[config.mk]
export PLATFORM = sky130hd
export DESIGN_NAME = seg7_display_mux_4
export DESIGN_NICKNAME = d
export VERILOG_FILES = /design/src/rtl/seg7_display_mux_4.sv
export SDC_FILE = /design/constraint.sdc
export NUM_CORES = 1
export LEC_CHECK = 0
export ABC_AREA = 1
export CAP_MARGIN = 10
export CORE_MARGIN = 3
export CORE_UTILIZATION = 29
export DETAILED_ROUTE_END_ITERATION = 8
export GPL_TIMING_DRIVEN = 0
export PLACE_DENSITY = 0.43
export SLEW_MARGIN = 20
export SYNTH_ARGS = -nofsm -noshare
export SYNTH_HDL_FRONTEND = slang
export SYNTH_SLANG_ARGS = --single-unit
[constraint.sdc]
create_clock -name Clk -period 2.9 [get_ports Clk]
set_clock_uncertainty 0.1 [all_clocks]
set_input_delay 0.29 -clock Clk [delete_from_list [all_inputs] [get_ports Clk]]
set_output_delay 0.29 -clock Clk [all_outputs]
set_load 0.01 [all_outputs]
[src/rtl/seg7_display_mux_4.sv]
// Time-multiplexed 4-digit seven-segment scanner: per-frame BCD snapshot, one blank cycle per slot.
// Optional leading-zero blanking is enabled by defining LEADING_ZERO_BLANK_EN.
module seg7_display_mux_4 #(
  parameter int CLK_DIVIDER        = 50000,
  parameter int SEGMENT_ACTIVE_LOW = 1,
  parameter int ANODE_ACTIVE_LOW   = 1
) (
  input  logic       Clk,
  input  logic       Reset,
  input  logic       Enable,
  input  logic [0:3] Digit3,
  input  logic [0:3] Digit2,
  input  logic [0:3] Digit1,
  input  logic [0:3] Digit0,
  output logic [6:0] Segments,
  output logic [3:0] Anodes,
  output logic       FrameStart
);

  localparam int PW = (CLK_DIVIDER > 2) ? $clog2(CLK_DIVIDER) : 1;
  localparam logic [PW-1:0] PRESCALE_MAX = PW'(CLK_DIVIDER - 1);
  localparam logic [6:0]    SEG_OFF = (SEGMENT_ACTIVE_LOW != 0) ? 7'h7F : 7'h00;
  localparam logic [3:0]    AN_OFF  = (ANODE_ACTIVE_LOW != 0) ? 4'hF : 4'h0;

  // Active-high {g,f,e,d,c,b,a}; non-BCD codes render as a dash.
  function automatic logic [6:0] seg7_decode(input logic [3:0] bcd);
    logic [6:0] pat;
    case (bcd)
      4'd0:    pat = 7'h3F;
      4'd1:    pat = 7'h06;
      4'd2:    pat = 7'h5B;
      4'd3:    pat = 7'h4F;
      4'd4:    pat = 7'h66;
      4'd5:    pat = 7'h6D;
      4'd6:    pat = 7'h7D;
      4'd7:    pat = 7'h07;
      4'd8:    pat = 7'h7F;
      4'd9:    pat = 7'h6F;
      default: pat = 7'h40;
    endcase
    return pat;
  endfunction

  logic [PW-1:0] prescale_q, prescale_d;
  logic [1:0]    index_q, index_d;
  logic [15:0]   snap_q, snap_d;
  logic          frame_start_q, frame_start_d;
  logic [6:0]    seg_q, seg_d;
  logic [3:0]    an_q, an_d;

  logic          tick;
  logic          frame_wrap;
  logic [3:0]    cur_digit;
  logic          blank_digit;
  logic [6:0]    seg_on;
  logic [3:0]    an_on;

  always_comb begin
    tick       = Enable && (prescale_q == PRESCALE_MAX);
    frame_wrap = tick && (index_q == 2'd3);

    prescale_d = prescale_q;
    if (Enable) begin
      prescale_d = tick ? '0 : prescale_q + PW'(1);
    end

    index_d       = tick ? index_q + 2'd1 : index_q;
    snap_d        = frame_wrap ? {Digit3, Digit2, Digit1, Digit0} : snap_q;
    frame_start_d = frame_wrap;
  end

  always_comb begin
    case (index_q)
      2'd0:    cur_digit = snap_q[3:0];
      2'd1:    cur_digit = snap_q[7:4];
      2'd2:    cur_digit = snap_q[11:8];
      default: cur_digit = snap_q[15:12];
    endcase

`ifdef LEADING_ZERO_BLANK_EN
    // A digit is blank only when it and every more-significant digit are zero.
    case (index_q)
      2'd3:    blank_digit = (snap_q[15:12] == 4'd0);
      2'd2:    blank_digit = (snap_q[15:8] == 8'd0);
      2'd1:    blank_digit = (snap_q[15:4] == 12'd0);
      default: blank_digit = 1'b0;
    endcase
`else
    blank_digit = 1'b0;
`endif

    seg_on = blank_digit ? 7'h00 : seg7_decode(cur_digit);
    an_on  = 4'b0001 << index_q;
  end

  // Blank the display for the cycle after each tick and whenever scanning is paused.
  always_comb begin
    seg_d = SEG_OFF;
    an_d  = AN_OFF;
    if (Enable && !tick) begin
      seg_d = (SEGMENT_ACTIVE_LOW != 0) ? ~seg_on : seg_on;
      an_d  = (ANODE_ACTIVE_LOW != 0) ? ~an_on : an_on;
    end
  end

  always_ff @(posedge Clk or posedge Reset) begin
    if (Reset) begin
      prescale_q    <= '0;
      index_q       <= 2'd3;
      snap_q        <= '0;
      frame_start_q <= 1'b0;
      seg_q         <= SEG_OFF;
      an_q          <= AN_OFF;
    end else begin
      prescale_q    <= prescale_d;
      index_q       <= index_d;
      snap_q        <= snap_d;
      frame_start_q <= frame_start_d;
      seg_q         <= seg_d;
      an_q          <= an_d;
    end
  end

  assign Segments   = seg_q;
  assign Anodes     = an_q;
  assign FrameStart = frame_start_q;

endmodule

-- Yosys cells after proc, flatten, opt, wreduce, memory -nomap -nowiden
Memory sizes are Yosys's and may differ from the RTL's.
Index checks and enable logic that the tools add are counted.
- register bits after elaboration: 46
- ROM bits: 112
- input bits: 19
- output and inout bits: 12
- logic and storage cells: 25
- memories kept: 1
- add/sub/neg operators: 2
- equal/unequal tests: 4
- shifts and indexed selects: 1
- muxes and demuxes: 4
- bitwise operators: 2
- reduce and logical (&&, ||, !) cells: 5
- memory list (name ; depth ; width ; read ports ; clocked after memory_dff ; write ports ; RTL line ; RTL):
    (no name shown) ; 16 ; 7 ; 1 ; 0 ; 0 ; 28 ; case (bcd)
- operator list (operator ; number):
    $add A16 B1 Y16 const B ; 1
    $eq A16 B16 Y1 const B ; 1
    $mux W16 ; 1
    $pmux W4 S3 ; 1
    $mux W7 ; 1
    $not A7 Y7 ; 1
    $eq A2 B2 Y1 const B ; 2
    $mux W4 ; 1
    $not A4 Y4 ; 1
    $shl A1 B2 Y4 const A ; 1
    $logic_and A1 B1 Y1 ; 3
    $add A2 B1 Y2 const B ; 1
    $eq A2 B1 Y1 const B ; 1
    $logic_not A2 Y1 ; 1
    $logic_not A1 Y1 ; 1

-- Longest topological paths before layout
- word-level depth: 5
- mapped depth: 13
- mapped depth without buffers: 13

-- Least setup slack after synthesis
OpenSTA, ideal clock, no wires.
- path kind: reg-to-reg
- start: register index_q[0]
- end: register seg_q[3], in the netlist Segments[3]
- setup time: 85 ps
- arrival time: 1886 ps
- required time: 2715 ps
- setup slack: 829 ps
- stages on the path, launching flop included: 11
- path buffers: 0
- clock period less this slack: 2071 ps
- path through: dfstp_2 inv_1 ha_1 nand2_1 nand2_1 o21ai_0 ha_1 inv_1 nand3_1 nand3_1 nand3_1
- word-level cells in the longest chain between the ends: 5
- elaborated cells on any way between the ends: 7
- those cells by class: eq/ne (2); mux (2); bitwise (1); reduce/logical (1); memory (1)
- ends and longest elaborated chain (what ; RTL line ; RTL):
    start, declared ; 45 ; logic [1:0] index_q, index_d;
    start signal, assigned ; 116 ; index_q <= index_d;
    $eq A2 B2 Y1, or another cell as far along ; 73 ; case (index_q)
    $pmux W4 S3 (*) ; 73 ;
    $mem_v2 Z16 W7 (*) ; -- ;
    $not A7 Y7 (*) ; 101 ; seg_d = (SEGMENT_ACTIVE_LOW != 0) ? ~seg_on : seg_on;
    $mux W7 (*) ; 100 ; if (Enable && !tick) begin
    named net seg_d[3] ; 48 ; logic [6:0] seg_q, seg_d;
    end signal, assigned ; 119 ; seg_q <= seg_d;
    end, declared ; 48 ;
The timed path passes the listed nets; every way through them passes the cells marked *.
A chain may end at the register's enable or synchronous reset.

-- Final worst setup path
- start: register index_q[0]
- end: register seg_q[5], in the netlist Segments[5]
Same word-level chain as after synthesis.

==> metrics.md <==
| Metric | Value |
|---|---|
| Met3 track demand over resource | `0.0259` |
| Final instance area | `3080 um2` |
| Vias/cell | `4.39` |
| FP Rows | `33` |
| Commonest cells after routing, fill and taps aside | `105 x nand2_1, 47 x nand3_1, 35 x inv_1, 33 x dfrtp_1, 33 x nor2_1` |
| Cell count after placement | `455` |
| Dpl ws | `0.404 ns` |
| Max Clk Rate | `403 MHz` |
| Endpoints failing setup | `0` |
| Req. time, crit path | `3.03 ns` |
| Crit. End Element | `register` |
| Fin cells | `463` |
| RSZ-0062 raised after global routing | `false` |
| Post-synthesis mux area share | `0` |
| DRT iter0 DRCs | `63` |
| Xor/xnor share of the synthesized area | `0.0173` |
| Core ar. | `8340 um2` |
| Most Crowded Layer GR | `met2` |
| Setup bufs post-CTS | `0` |
| Synth Cell Area | `2530 um2` |
| Initial antenna violation count | `0` |
| Syn Area/Cell | `7.91 um2` |
| Die area | `9890 um2` |
| Final WS setup | `0.421 ns` |
| Largest family of logic cells by synthesized area | `simple AND/OR/NAND/NOR gates` |
| Worst Path Arrival | `2.61 ns` |
| Synth Area in Adders | `0.0544` |
| Synth warn | `0` |
| Crit Path Class | `reg -> reg` |
| Port buffer count | `29` |
| Tcrit/Tclk final | `0.855` |
| Max Cap Viol | `0` |
| GRT overflow | `0` |
| Cell Pwr Density | `477 nW/um2` |
| Post-Syn Instances | `320` |
| Tmin final | `2.48 ns` |
| Worst hold path type | `in -> reg` |
| Hold_buf cts | `0` |
| Post-route DRC violation count | `0` |
| CTS H-tree lvls | `2` |
| CTS tree | `built` |
| Routed Antenna Nets | `0` |
| Pin count of the biggest net entering global routing | `30` |
| Overall power | `1.47 mW` |
| Final slew viol count | `0` |
| Static Leak | `1.59 nW` |
| Number of synthesized register bits | `46` |
| Post-synthesis simple-gate area fraction | `0.360` |
| Io pins | `31` |
| M1 GR Usage | `0.178` |
| Startpoint types | `register` |
| Commonest non-fill, non-tap cell in the layout | `nand2_1` |
| Area Growth Syn to Fin | `21.6%` |
| Clock sink total | `46` |
| Syn nets | `350` |
| Worst-path fanout max | `5` |
| Dpl hpwl | `4250 um` |
| DRT Pass-1 Iters | `4` |
| Worst VDD drop | `177 uV` |
| Clk buf depth | `2` |
| Compound-Gate Fraction of Synth Area | `0.0178` |
| TNS Setup | `0 ns` |
| WL/cell | `12.4 um` |
| Initial Util | `0.303` |
| Share of layout cells above drive strength 1 | `0.126` |
| RD Place Congestion | `0.764` |
| Clk slew on worst S/H paths | `0.09 ns` |
| Cell at the root of the clock tree | `clkbuf_8` |
| Chip Height | `99.4 um` |
| Worst slew pin tran | `0.684 ns` |
| Antenna cells | `0` |
| Met2 usage | `0.184` |
| DIE WIDTH | `99.4 um` |
| Distinct cells, synth | `26` |
| Vias | `2034` |
| Max-slew headroom | `0.539` |
| Final wirelength | `5730 um` |
| Vias in the first global route | `1932` |
| Aggregate global-route resource usage | `0.123` |
| Wire length of the first global-routing pass | `9680 um` |
| DP Area | `2970 um2` |
| Count of final hold-check violations | `0` |
| Status | `finished, final reports clean` |
| CTS Buf Count | `5` |
| Seq/Total Area, Yosys | `0.461` |
| Post-CTS sizing | `0` |
| Worst skew pair latency | `0.30 ns` |
| Nets | `387` |
==> Yosys cell counts <==
| master | count | area, um2 |
|---|---|---|
| o21ai_2 | 1 | 8.76 |
| and2_1 | 1 | 6.26 |
| nand3_1 | 47 | 235 |
| ha_1 | 11 | 138 |
| xor2_1 | 5 | 43.8 |
| inv_6 | 2 | 17.5 |
| nand3_4 | 1 | 17.5 |
| a21oi_1 | 3 | 15.0 |
| o21ai_0 | 3 | 15.0 |
| nor2_1 | 33 | 124 |
| nor3_4 | 1 | 16.3 |
| nand4_1 | 4 | 25.0 |
| buf_2 | 2 | 10.0 |
| nand4_4 | 1 | 21.3 |
| nand2_1 | 105 | 394 |
| buf_12 | 1 | 20.0 |
| nor2_2 | 4 | 25.0 |
| dfstp_2 | 13 | 342 |
| or2_2 | 6 | 37.5 |
| clkbuf_8 | 2 | 27.5 |
| inv_1 | 36 | 135 |
| nor3_1 | 2 | 10.0 |
| buf_6 | 1 | 11.3 |
| o22ai_1 | 1 | 6.26 |
| dfrtp_1 | 33 | 826 |
| inv_2 | 1 | 3.75 |
==> cell type report <==
type / instances / area, um2
Buffer: 6 / 68.8
Timing Repair Buffer: 30 / 310
Clock inverter: 1 / 6.26
Multi-Input combinational cell: 229 / 1140
Sequential cell: 46 / 1170
Inverter: 39 / 156
Fill cell: 892 / 5260
Tap cell: 105 / 131
Clock buffer: 7 / 97.6
==> where the power goes <==
part | switching, mW | leakage, nW | total, mW | internal, mW
logic | 0.145 | 0.977 | 0.252 | 0.107
registers | 0.0626 | 0.564 | 0.759 | 0.696
clock network | 0.234 | 0.0539 | 0.458 | 0.224
==> routing by layer <==
metal	vias up	wire length, um	share of wire
li1	1067	-	-
met1	930	2930	0.51
met2	30	2540	0.44
met3	7	183	0.032
met4	0	70	0.012
met5	-	0	0
==> flip-flops by register name, indices dropped and copies added, names as in the netlist <==
name,count
prescale_q,16
snap_q,16
Segments,7
Anodes,4
index_q,2
FrameStart,1
==> through the flow <==
| step | hold WS (ns) | utilization |
|---|---|---|
| 3_5_place_dp | 0.366 | 0.356 |
| 4_1_cts | 0.128 | 0.369 |
| 5_1_grt | 0.139 | 0.369 |
| 6_report | 0.130 | 0.369 |
| 2_1_floorplan | 0.328 | - |
| 3_3_place_gp | 0.359 | 0.354 |
==> worst max-delay path: stages (launching register included) <==
cell	delay (ns)
dfstp_2	0.56
inv_1	0.08
ha_1	0.29
nand2_1	0.10
nand2_1	0.06
o21ai_0	0.55
inv_1	0.15
ha_1	0.21
inv_1	0.05
nand3_1	0.09
nand3_1	0.10
nand3_1	0.08
==> cell families after synthesis <==
logic type / Yosys count
simple gates: 205
flops: 46
buf+inv: 45
fa+ha+maj: 11
compound gates: 8
xor+xnor: 5
==> worst paths after layout <==
| check | cells after the start | from | slack (ns) | end |
|---|---|---|---|---|
| max in group asynchronous | 3 | Reset | 1.93 | index_q[0] |
| worst min-delay path | 2 | Enable | 0.13 | prescale_q[0] |
| worst min register to register | 2 | snap_q[8] | 0.39 | snap_q[8] |
| min in group asynchronous | 2 | Reset | 0.19 | prescale_q[1] |
| worst max-delay path | 11 | index_q[0] | 0.42 | Segments[5] |
| worst max register to register | 11 | index_q[0] | 0.42 | Segments[5] |
(Power assumes the default switching activity.)
